### config.mk
export PLATFORM = sky130hd
export DESIGN_NAME = bcd_to_bin
export DESIGN_NICKNAME = d
export VERILOG_FILES = /design/src/rtl/bcd_to_bin.sv
export SDC_FILE = /design/constraint.sdc
export NUM_CORES = 1
export LEC_CHECK = 0
export BUFFER_PORTS_ARGS = -buffer_cell sky130_fd_sc_hd__buf_2
export CAP_MARGIN = 20
export CORE_ASPECT_RATIO = 1.4
export CORE_MARGIN = 1
export CORE_UTILIZATION = 57
export CTS_CLUSTER_SIZE = 28
export DETAILED_ROUTE_END_ITERATION = 8
export PLACE_DENSITY_LB_ADDON = 0.15
export SYNTH_ARGS = -nofsm -noshare
export SYNTH_HDL_FRONTEND = slang
export SYNTH_SLANG_ARGS = --single-unit
### constraint.sdc
create_clock -name clk -period 2.7 [get_ports clk]
set_clock_uncertainty 0.15 [all_clocks]
set_input_delay 0.27 -clock clk [delete_from_list [all_inputs] [get_ports clk]]
set_output_delay 0.27 -clock clk [all_outputs]
set_load 0.005 [all_outputs]
### src/rtl/bcd_to_bin.sv
// Sequential 5-digit packed-BCD to 16-bit binary converter (reverse double-dabble).
// One shift per clock with per-digit subtract-3 correction; start/busy/done handshake.
module bcd_to_bin #(
    parameter int DIGITS = 5,
    parameter int OUT_W  = 16,
    parameter int ITER   = 17
) (
    input  logic                  clk,
    input  logic                  rst_n,
    input  logic                  start,
    input  logic [4*DIGITS-1:0]   bcd_in,
    output logic                  busy,
    output logic                  done,
    output logic [OUT_W-1:0]      bin_out,
    output logic                  ovf,
    output logic                  err
);

    localparam int BCD_W = 4 * DIGITS;
    localparam int CNT_W = $clog2(ITER + 1);

    typedef enum logic [1:0] {
        IDLE  = 2'd0,
        LOAD  = 2'd1,
        SHIFT = 2'd2,
        FIN   = 2'd3
    } state_t;

    state_t              state_q, state_d;
    logic [BCD_W-1:0]    bcd_q, bcd_d;
    logic [ITER-1:0]     acc_q, acc_d;
    logic [CNT_W-1:0]    cnt_q, cnt_d;
    logic                errp_q, errp_d;
    logic                busy_q, busy_d;
    logic                done_q, done_d;
    logic [OUT_W-1:0]    bin_q, bin_d;
    logic                ovf_q, ovf_d;
    logic                err_q, err_d;

    logic [BCD_W-1:0]    shift_bcd;
    logic [ITER-1:0]     shift_acc;

    // A digit is >= 8 exactly when its MSB is set, so only bit 3 gates the correction.
    function automatic logic [BCD_W-1:0] adjust(input logic [BCD_W-1:0] v);
        logic [BCD_W-1:0] r;
        r = v;
        for (int i = 0; i < DIGITS; i++) begin
            if (v[4*i+3]) begin
                r[4*i +: 4] = v[4*i +: 4] - 4'd3;
            end
        end
        return r;
    endfunction

    function automatic logic any_illegal(input logic [BCD_W-1:0] v);
        logic bad;
        bad = 1'b0;
        for (int i = 0; i < DIGITS; i++) begin
            bad = bad | (v[4*i+3] & (v[4*i+2] | v[4*i+1]));
        end
        return bad;
    endfunction

    assign {shift_bcd, shift_acc} = {bcd_q, acc_q} >> 1;

    always_comb begin
        state_d = state_q;
        bcd_d   = bcd_q;
        acc_d   = acc_q;
        cnt_d   = cnt_q;
        errp_d  = errp_q;
        busy_d  = busy_q;
        done_d  = 1'b0;
        bin_d   = bin_q;
        ovf_d   = ovf_q;
        err_d   = err_q;
        case (state_q)
            IDLE: begin
                if (start) begin
                    busy_d  = 1'b1;
                    cnt_d   = '0;
                    acc_d   = '0;
                    state_d = LOAD;
                    if (any_illegal(bcd_in)) begin
                        errp_d = 1'b1;
                    end else begin
                        errp_d = 1'b0;
                        bcd_d  = bcd_in;
                    end
                end
            end
            LOAD: begin
                // An illegal request passes through here for one cycle so its latency is fixed at 2.
                if (errp_q) begin
                    state_d = FIN;
                end else begin
                    bcd_d   = adjust(shift_bcd);
                    acc_d   = shift_acc;
                    cnt_d   = cnt_q + 1'b1;
                    state_d = SHIFT;
                end
            end
            SHIFT: begin
                bcd_d = adjust(shift_bcd);
                acc_d = shift_acc;
                cnt_d = cnt_q + 1'b1;
                if (cnt_q == CNT_W'(ITER - 1)) begin
                    state_d = FIN;
                end
            end
            FIN: begin
                state_d = IDLE;
                busy_d  = 1'b0;
                done_d  = 1'b1;
                errp_d  = 1'b0;
                if (errp_q) begin
                    bin_d = '0;
                    ovf_d = 1'b0;
                    err_d = 1'b1;
                end else begin
                    bin_d = acc_q[OUT_W-1:0];
                    ovf_d = |acc_q[ITER-1:OUT_W];
                    err_d = 1'b0;
                end
            end
            default: begin
                state_d = IDLE;
            end
        endcase
    end

    always_ff @(posedge clk or negedge rst_n) begin
        if (!rst_n) begin
            state_q <= IDLE;
            bcd_q   <= '0;
            acc_q   <= '0;
            cnt_q   <= '0;
            errp_q  <= 1'b0;
            busy_q  <= 1'b0;
            done_q  <= 1'b0;
            bin_q   <= '0;
            ovf_q   <= 1'b0;
            err_q   <= 1'b0;
        end else begin
            state_q <= state_d;
            bcd_q   <= bcd_d;
            acc_q   <= acc_d;
            cnt_q   <= cnt_d;
            errp_q  <= errp_d;
            busy_q  <= busy_d;
            done_q  <= done_d;
            bin_q   <= bin_d;
            ovf_q   <= ovf_d;
            err_q   <= err_d;
        end
    end

    assign busy    = busy_q;
    assign done    = done_q;
    assign bin_out = bin_q;
    assign ovf     = ovf_q;
    assign err     = err_q;

endmodule
Word level (Yosys, flattened, before mapping)
Cells that the tools add are included.

Register bits: 65. Input bits: 23. Word-level logic and storage cells: 71.

Add/subtract/negate cells: 5. Eq/ne operators: 8. Mux-type cells: 27. Bitwise gates (word level): 14. Reduce and logical (&&, ||, !) cells: 7.

Operator list (count): 20-bit two-way mux (3); 20-bit case mux with 3 select lines (1); 17-bit case mux with 3 select lines (1); 17-bit two-way mux (2); 16-bit two-way mux (1); 4-bit two-way mux (4); 4-bit by 2-bit subtractor with 4-bit output, second input constant (4); 5-bit case mux with 3 select lines (1); 5-bit two-way mux (2); 1-bit OR (9); 2-bit != test, second input constant (4); 2-bit case mux with 4 select lines (1); 1-bit two-way mux (7); 5-bit by 1-bit adder with 5-bit output, second input constant (1); 1-bit AND (5); 5-bit == test, second input constant (1); 2-bit == test, second input constant (2); 2-bit two-way mux (2); 1-bit case mux with 2 select lines (2); 2-bit AND reduction (2); 4-bit AND reduction (1); 3-bit AND reduction (1); 3-bit nonzero test (1); 2-bit by 1-bit == test with 1-bit output, second input constant (1); 2 further kinds (2).

Longest topological paths before layout
Word-level depth: 9. Mapped depth: 8. Gate-level depth less buffers: 7.

Worst setup path before layout
No wires, ideal clock.

Path type: register to register. Start: reg state_q[0]. End: reg bcd_q[11]. Setup time: 139 ps. Data arrival time: 1634 ps. Required time: 2411 ps. Slack: 778 ps. Cell stages (with the launch flop): 9. Clock period less this slack: 1922 ps. Cell sequence: dfrtp_1 inv_1 ha_1 and2b_4 nor4_4 a21oi_2 buf_6 nor3_1 a221oi_2.

Cells in the longest elaborated chain, start to end: 3. Elaborated cells between the ends (all ways): 9.

RTL lines: from (decl) (line 29) `state_t state_q, state_d;`; from (signal assigned) (line 145) `state_q <= state_d;`; 2-bit by 1-bit == test with 1-bit output (tied with other cells) (line 77) `case (state_q)`; 2-bit != test (no line) / 3-bit nonzero test (equally long branches); 4-bit AND reduction (no line); to (signal assigned) (line 135) `bcd_q <= '0;`; to (signal assigned) (line 146) `bcd_q <= bcd_d;`; to (decl) (line 30) `logic [BCD_W-1:0] bcd_q, bcd_d;`.

Several ways; a longest one is shown, not always the timed one. A chain may end at the register's enable or synchronous reset.

Worst setup path after layout
Start: reg state_q[1]. End: reg bcd_q[15].

Same word-level chain as after synthesis.

==> results <==
- The flow ran to the end, and the final reports show no timing, DRC or antenna violations.
- The primary flip-flop cell chosen by synthesis mapping is sky130_fd_sc_hd__dfrtp_1.
- The delay of the slowest critical-path stage is 550 ps.
- The critical path in this run is classified as flop to flop.
- The final-report setup violation count is 0.
- The mapped netlist covers 3140 sq um.
- Among all stages on the critical path, the largest delay is contributed by sky130_fd_sc_hd__a21oi_2.
- The critical path ends at bcd_q[15]$_DFFE_PN0P_.
- The die is 89.8 microns tall.
- The average wire length per cell after detail routing is 13.4 microns.
- The first global-routing pass estimated 10700 microns of wire.
- The critical path launch point is state_q[1]$_DFFE_PN0P_.
- The first-pass iteration count of the detailed router is 4.
- The clock drives 65 sinks.
- After detailed placement, the design holds a cell count of 452.
- The count of port buffers added during placement is 42.
- In the final timing run, aggregate negative setup slack is 0 ps.
- Derived from the worst setup path, the maximum achievable clock frequency is 422 MHz.
- The antenna violation net count after detailed routing is 0.
- After synthesis, the netlist uses 32 different library cells.
- The worst endpoint required time is 2800 ps.
- The buffer levels on the longest clock path is 2.
- The cell at the root of the clock tree is sky130_fd_sc_hd__clkbuf_8.
- The global router's overall resource usage is 0.238.
- Counting both buffers and inverters, the worst setup path holds a total of 2.
- The transition time at the pin with the least slew margin is 753 ps.
- The clock latency on the worst-skew pair is 350 ps.
- The count of endpoints failing hold in the final timing report is 0.
- Measured in cells, the most critical reg-to-reg path has a length of 8.
- Setup repair after global routing left no endpoint under its margin.
- The worst path needs 2370 ps of the cycle, external delays included.
- Counting flops with a built-in enable in the synthesized netlist gives 0.
- In the routed design, unresolved DRC markers number 0.
- The via-per-instance ratio is 5.32.
- The post-route clock period utilization is 0.878.
- The number of global-route vias before repair is 2476.
- The signal on the critical path passes through inv_1 > ha_1 > a21o_1 > nor4_4 > a21oi_2 > buf_6 > o21ai_0 > a221oi_2.
- Total power for the finished layout comes to 4.51 mW.
- The tightest slew margin relative to the limit is 0.498.
- The share of the Yosys chip area taken by registers is 0.518.
- The depth of the critical timing path with buffers and inverters included is 8.
- Synthesis inferred 65 register bits.
- The total global routing overflow is 0.
- The internal reg-to-reg setup slack is 330 ps.
- Along the worst path, the maximum fanout reaches 16.
- The static power due to leakage is 1.83 nW.
- The clock transition time at the flip-flop clock pins of the worst setup and hold paths is 70 ps.
- Entering global routing, the biggest net connects 34 pins.
- The horizontal die dimension is 64.7 microns.
- The fraction of registers with async set or reset after synthesis is 1.00.
- Across the run, the number of max-cap violations was 0.
- The area added between synthesis and finish is 17.0%.
- The count of vias placed by the detailed router is 2507.
- Power spread over the standard cell area amounts to 1230 nW/um^2.
- Post-CTS repair changed the size of 0 cells.
- Grouping stages by cell kind, the critical path spends the most delay in compound AO/OA/AOI/OAI gates.
- The total number of nets in the final design is 433.
- The die area is 5810 sq um.
- After floorplanning, the core was sized to cover 5240 sq um.
- The startpoint identified for the worst register-to-register timing path is state_q[1]$_DFFE_PN0P_.
- The final count of pins violating max slew is 0.
- The share of post-route cells with drive strength above 1 is 0.200.
- The total nets after synthesis is 385.
- The floorplan has 31 rows.
- The total length of routed wires is 6300 microns.
- At the end of routability-driven placement, the weighted congestion stood at 0.865.
- The endpoint arrival time on the critical path is 2470 ps.
- Detailed placement finished with a half-perimeter wire length of 4430 microns.
- VDD sags by at most 632 uV.
- 43 I/O pins were placed.
- The H-tree was split into 3 levels.
- The worst hold path belongs to the class input port to flop.
- The number of clock buffers inserted by TritonCTS is 9.
- The end of the worst register-to-register path is bcd_q[15]$_DFFE_PN0P_.
- The number of instances in the synthesized netlist is 352.
- The initial antenna violation count is 0.
- STA classifies the critical path endpoint as a flop.
- The CTS tree is built.
- The synthesized area divided by synthesized cell count is 8.92 sq um.
- The warning count from the yosys run is 0.
- The initial core utilization is 0.600.
- Once layout is complete, the cells apart from fillers number 471.
- After the first detailed-routing iteration, the DRC count stood at 147.
- The number of diodes is 0.
- STA classifies the critical path startpoint as a flop.
==> worst reg2reg max path, delay by kind of cell, from the launching register on <==
kind | cells | cell delay (ps)
adder cells (fa/ha/maj) | 1 | 200
buffers and inverters | 2 | 370
AND/OR/NAND/NOR | 1 | 70
flip-flops | 1 | 410
AO/OA/AOI/OAI | 4 | 1090
==> layout by cell type (no fill, tap or decap), drive strengths merged <==
master and n:
a21o 1, nor4 1, o21a 2, nand2b 1
o21bai 1, dlygate4sd3 1, a21oi 4, a221oi 4
a22oi 1, clkbuf 9, and2b 1, xnor2 8
o31ai 2, mux2i 7, buf 55, dfrtp 65
bufinv 1, clkinvlp 3, nor2 4, nand3 22
or2 1, mux2 1, inv 27, a211oi 1
o22ai 1, and3 1, ha 10, clkinv 1
o21ai 58, nor2b 7, nor3 4, nand2 100
==> flip-flops by register name, summed over array words and instances, names as in the netlist <==
signal   cells
bcd_q       20
acc_q       17
bin_out     16
cnt_q        5
state_q      2
busy         1
done         1
err          1
errp_q       1
ovf          1
==> timing repair <==
| action | in CTS | in global routing |
|---|---|---|
| hold buffers | 1 | 0 |
| endpoints found under the hold margin | 32 | 0 |
| setup buffers | 0 | 0 |
==> area by class of cell <==
| type | count | area, sq um |
|---|---|---|
| clock inverters | 7 | 78.8 |
| clock buffers | 9 | 124 |
| inverters | 25 | 93.8 |
| repair buffers | 56 | 334 |
| multi-input cells | 243 | 1330 |
| fillers | 445 | 1560 |
| flip-flops and latches | 65 | 1630 |
| well taps | 66 | 82.6 |
==> worst min path at each step <==
stage                            endpoint  startpoint  slack [ps]  cells past startpoint
floorplan            acc_q[0]$_DFFE_PN0P_       rst_n        -180                      0
global placement     bcd_q[6]$_DFFE_PN0P_       rst_n         230                      1
detailed placement   bcd_q[6]$_DFFE_PN0P_       rst_n         240                      1
CTS                 bcd_q[16]$_DFFE_PN0P_  bcd_in[16]          50                      3
global route        bcd_q[16]$_DFFE_PN0P_  bcd_in[16]          90                      3
finish              bcd_q[16]$_DFFE_PN0P_  bcd_in[16]          60                      3
==> cells by family after synthesis <==
logic type,share of synthesized area
simple gates,0.196
compound gates,0.140
flops,0.518
buf+inv,0.0578
fa+ha+maj,0.0399
xor+xnor,0.0223
mux,0.0259
==> cell usage after synthesis, types with 2 or more instances <==
library cell,count,area [sq um]
sky130_fd_sc_hd__nand2_1,100,375
sky130_fd_sc_hd__dfrtp_1,65,1630
sky130_fd_sc_hd__o21ai_0,57,285
sky130_fd_sc_hd__inv_1,25,93.8
sky130_fd_sc_hd__nand3_1,22,110
sky130_fd_sc_hd__clkbuf_1,11,41.3
sky130_fd_sc_hd__ha_1,10,125
sky130_fd_sc_hd__xnor2_1,8,70.1
sky130_fd_sc_hd__mux2i_1,7,70.1
sky130_fd_sc_hd__nor2b_1,7,43.8
sky130_fd_sc_hd__buf_2,6,30.0
sky130_fd_sc_hd__a221oi_2,4,60.1
sky130_fd_sc_hd__nor2_1,4,15.0
sky130_fd_sc_hd__nor3_1,4,20.0
sky130_fd_sc_hd__a21oi_1,3,15.0
sky130_fd_sc_hd__o21a_1,2,15.0
sky130_fd_sc_hd__o31ai_1,2,15.0
==> metal layers <==
metal,GRT usage,vias to the layer above,part of all wire
met3,0.0635,7,0.039
met5,0,-,0
met4,0.0963,0,0.011
met2,0.407,41,0.52
met1,0.277,1203,0.43
li1,-,1256,-
==> stage by stage <==
step / area (sq um) / hold slack [ps] / utilization / setup slack (ps)
final: 3670 / 57.7 / 0.702 / 328
after detailed placement: 3440 / 236 / 0.657 / 85.9
after global placement: 3440 / 229 / 0.657 / 201
after global routing: 3670 / 87.6 / 0.702 / 173
after floorplan: 3140 / -176 / - / 778
after CTS: 3650 / 54.7 / 0.698 / 52.9
==> power breakdown <==
group	internal, mW	total (mW)	switching, mW
clock network	0.433	0.837	0.404
logic	0.865	2.17	1.30
registers	1.26	1.51	0.245
No activity file was read; power rests on OpenSTA's default activity.
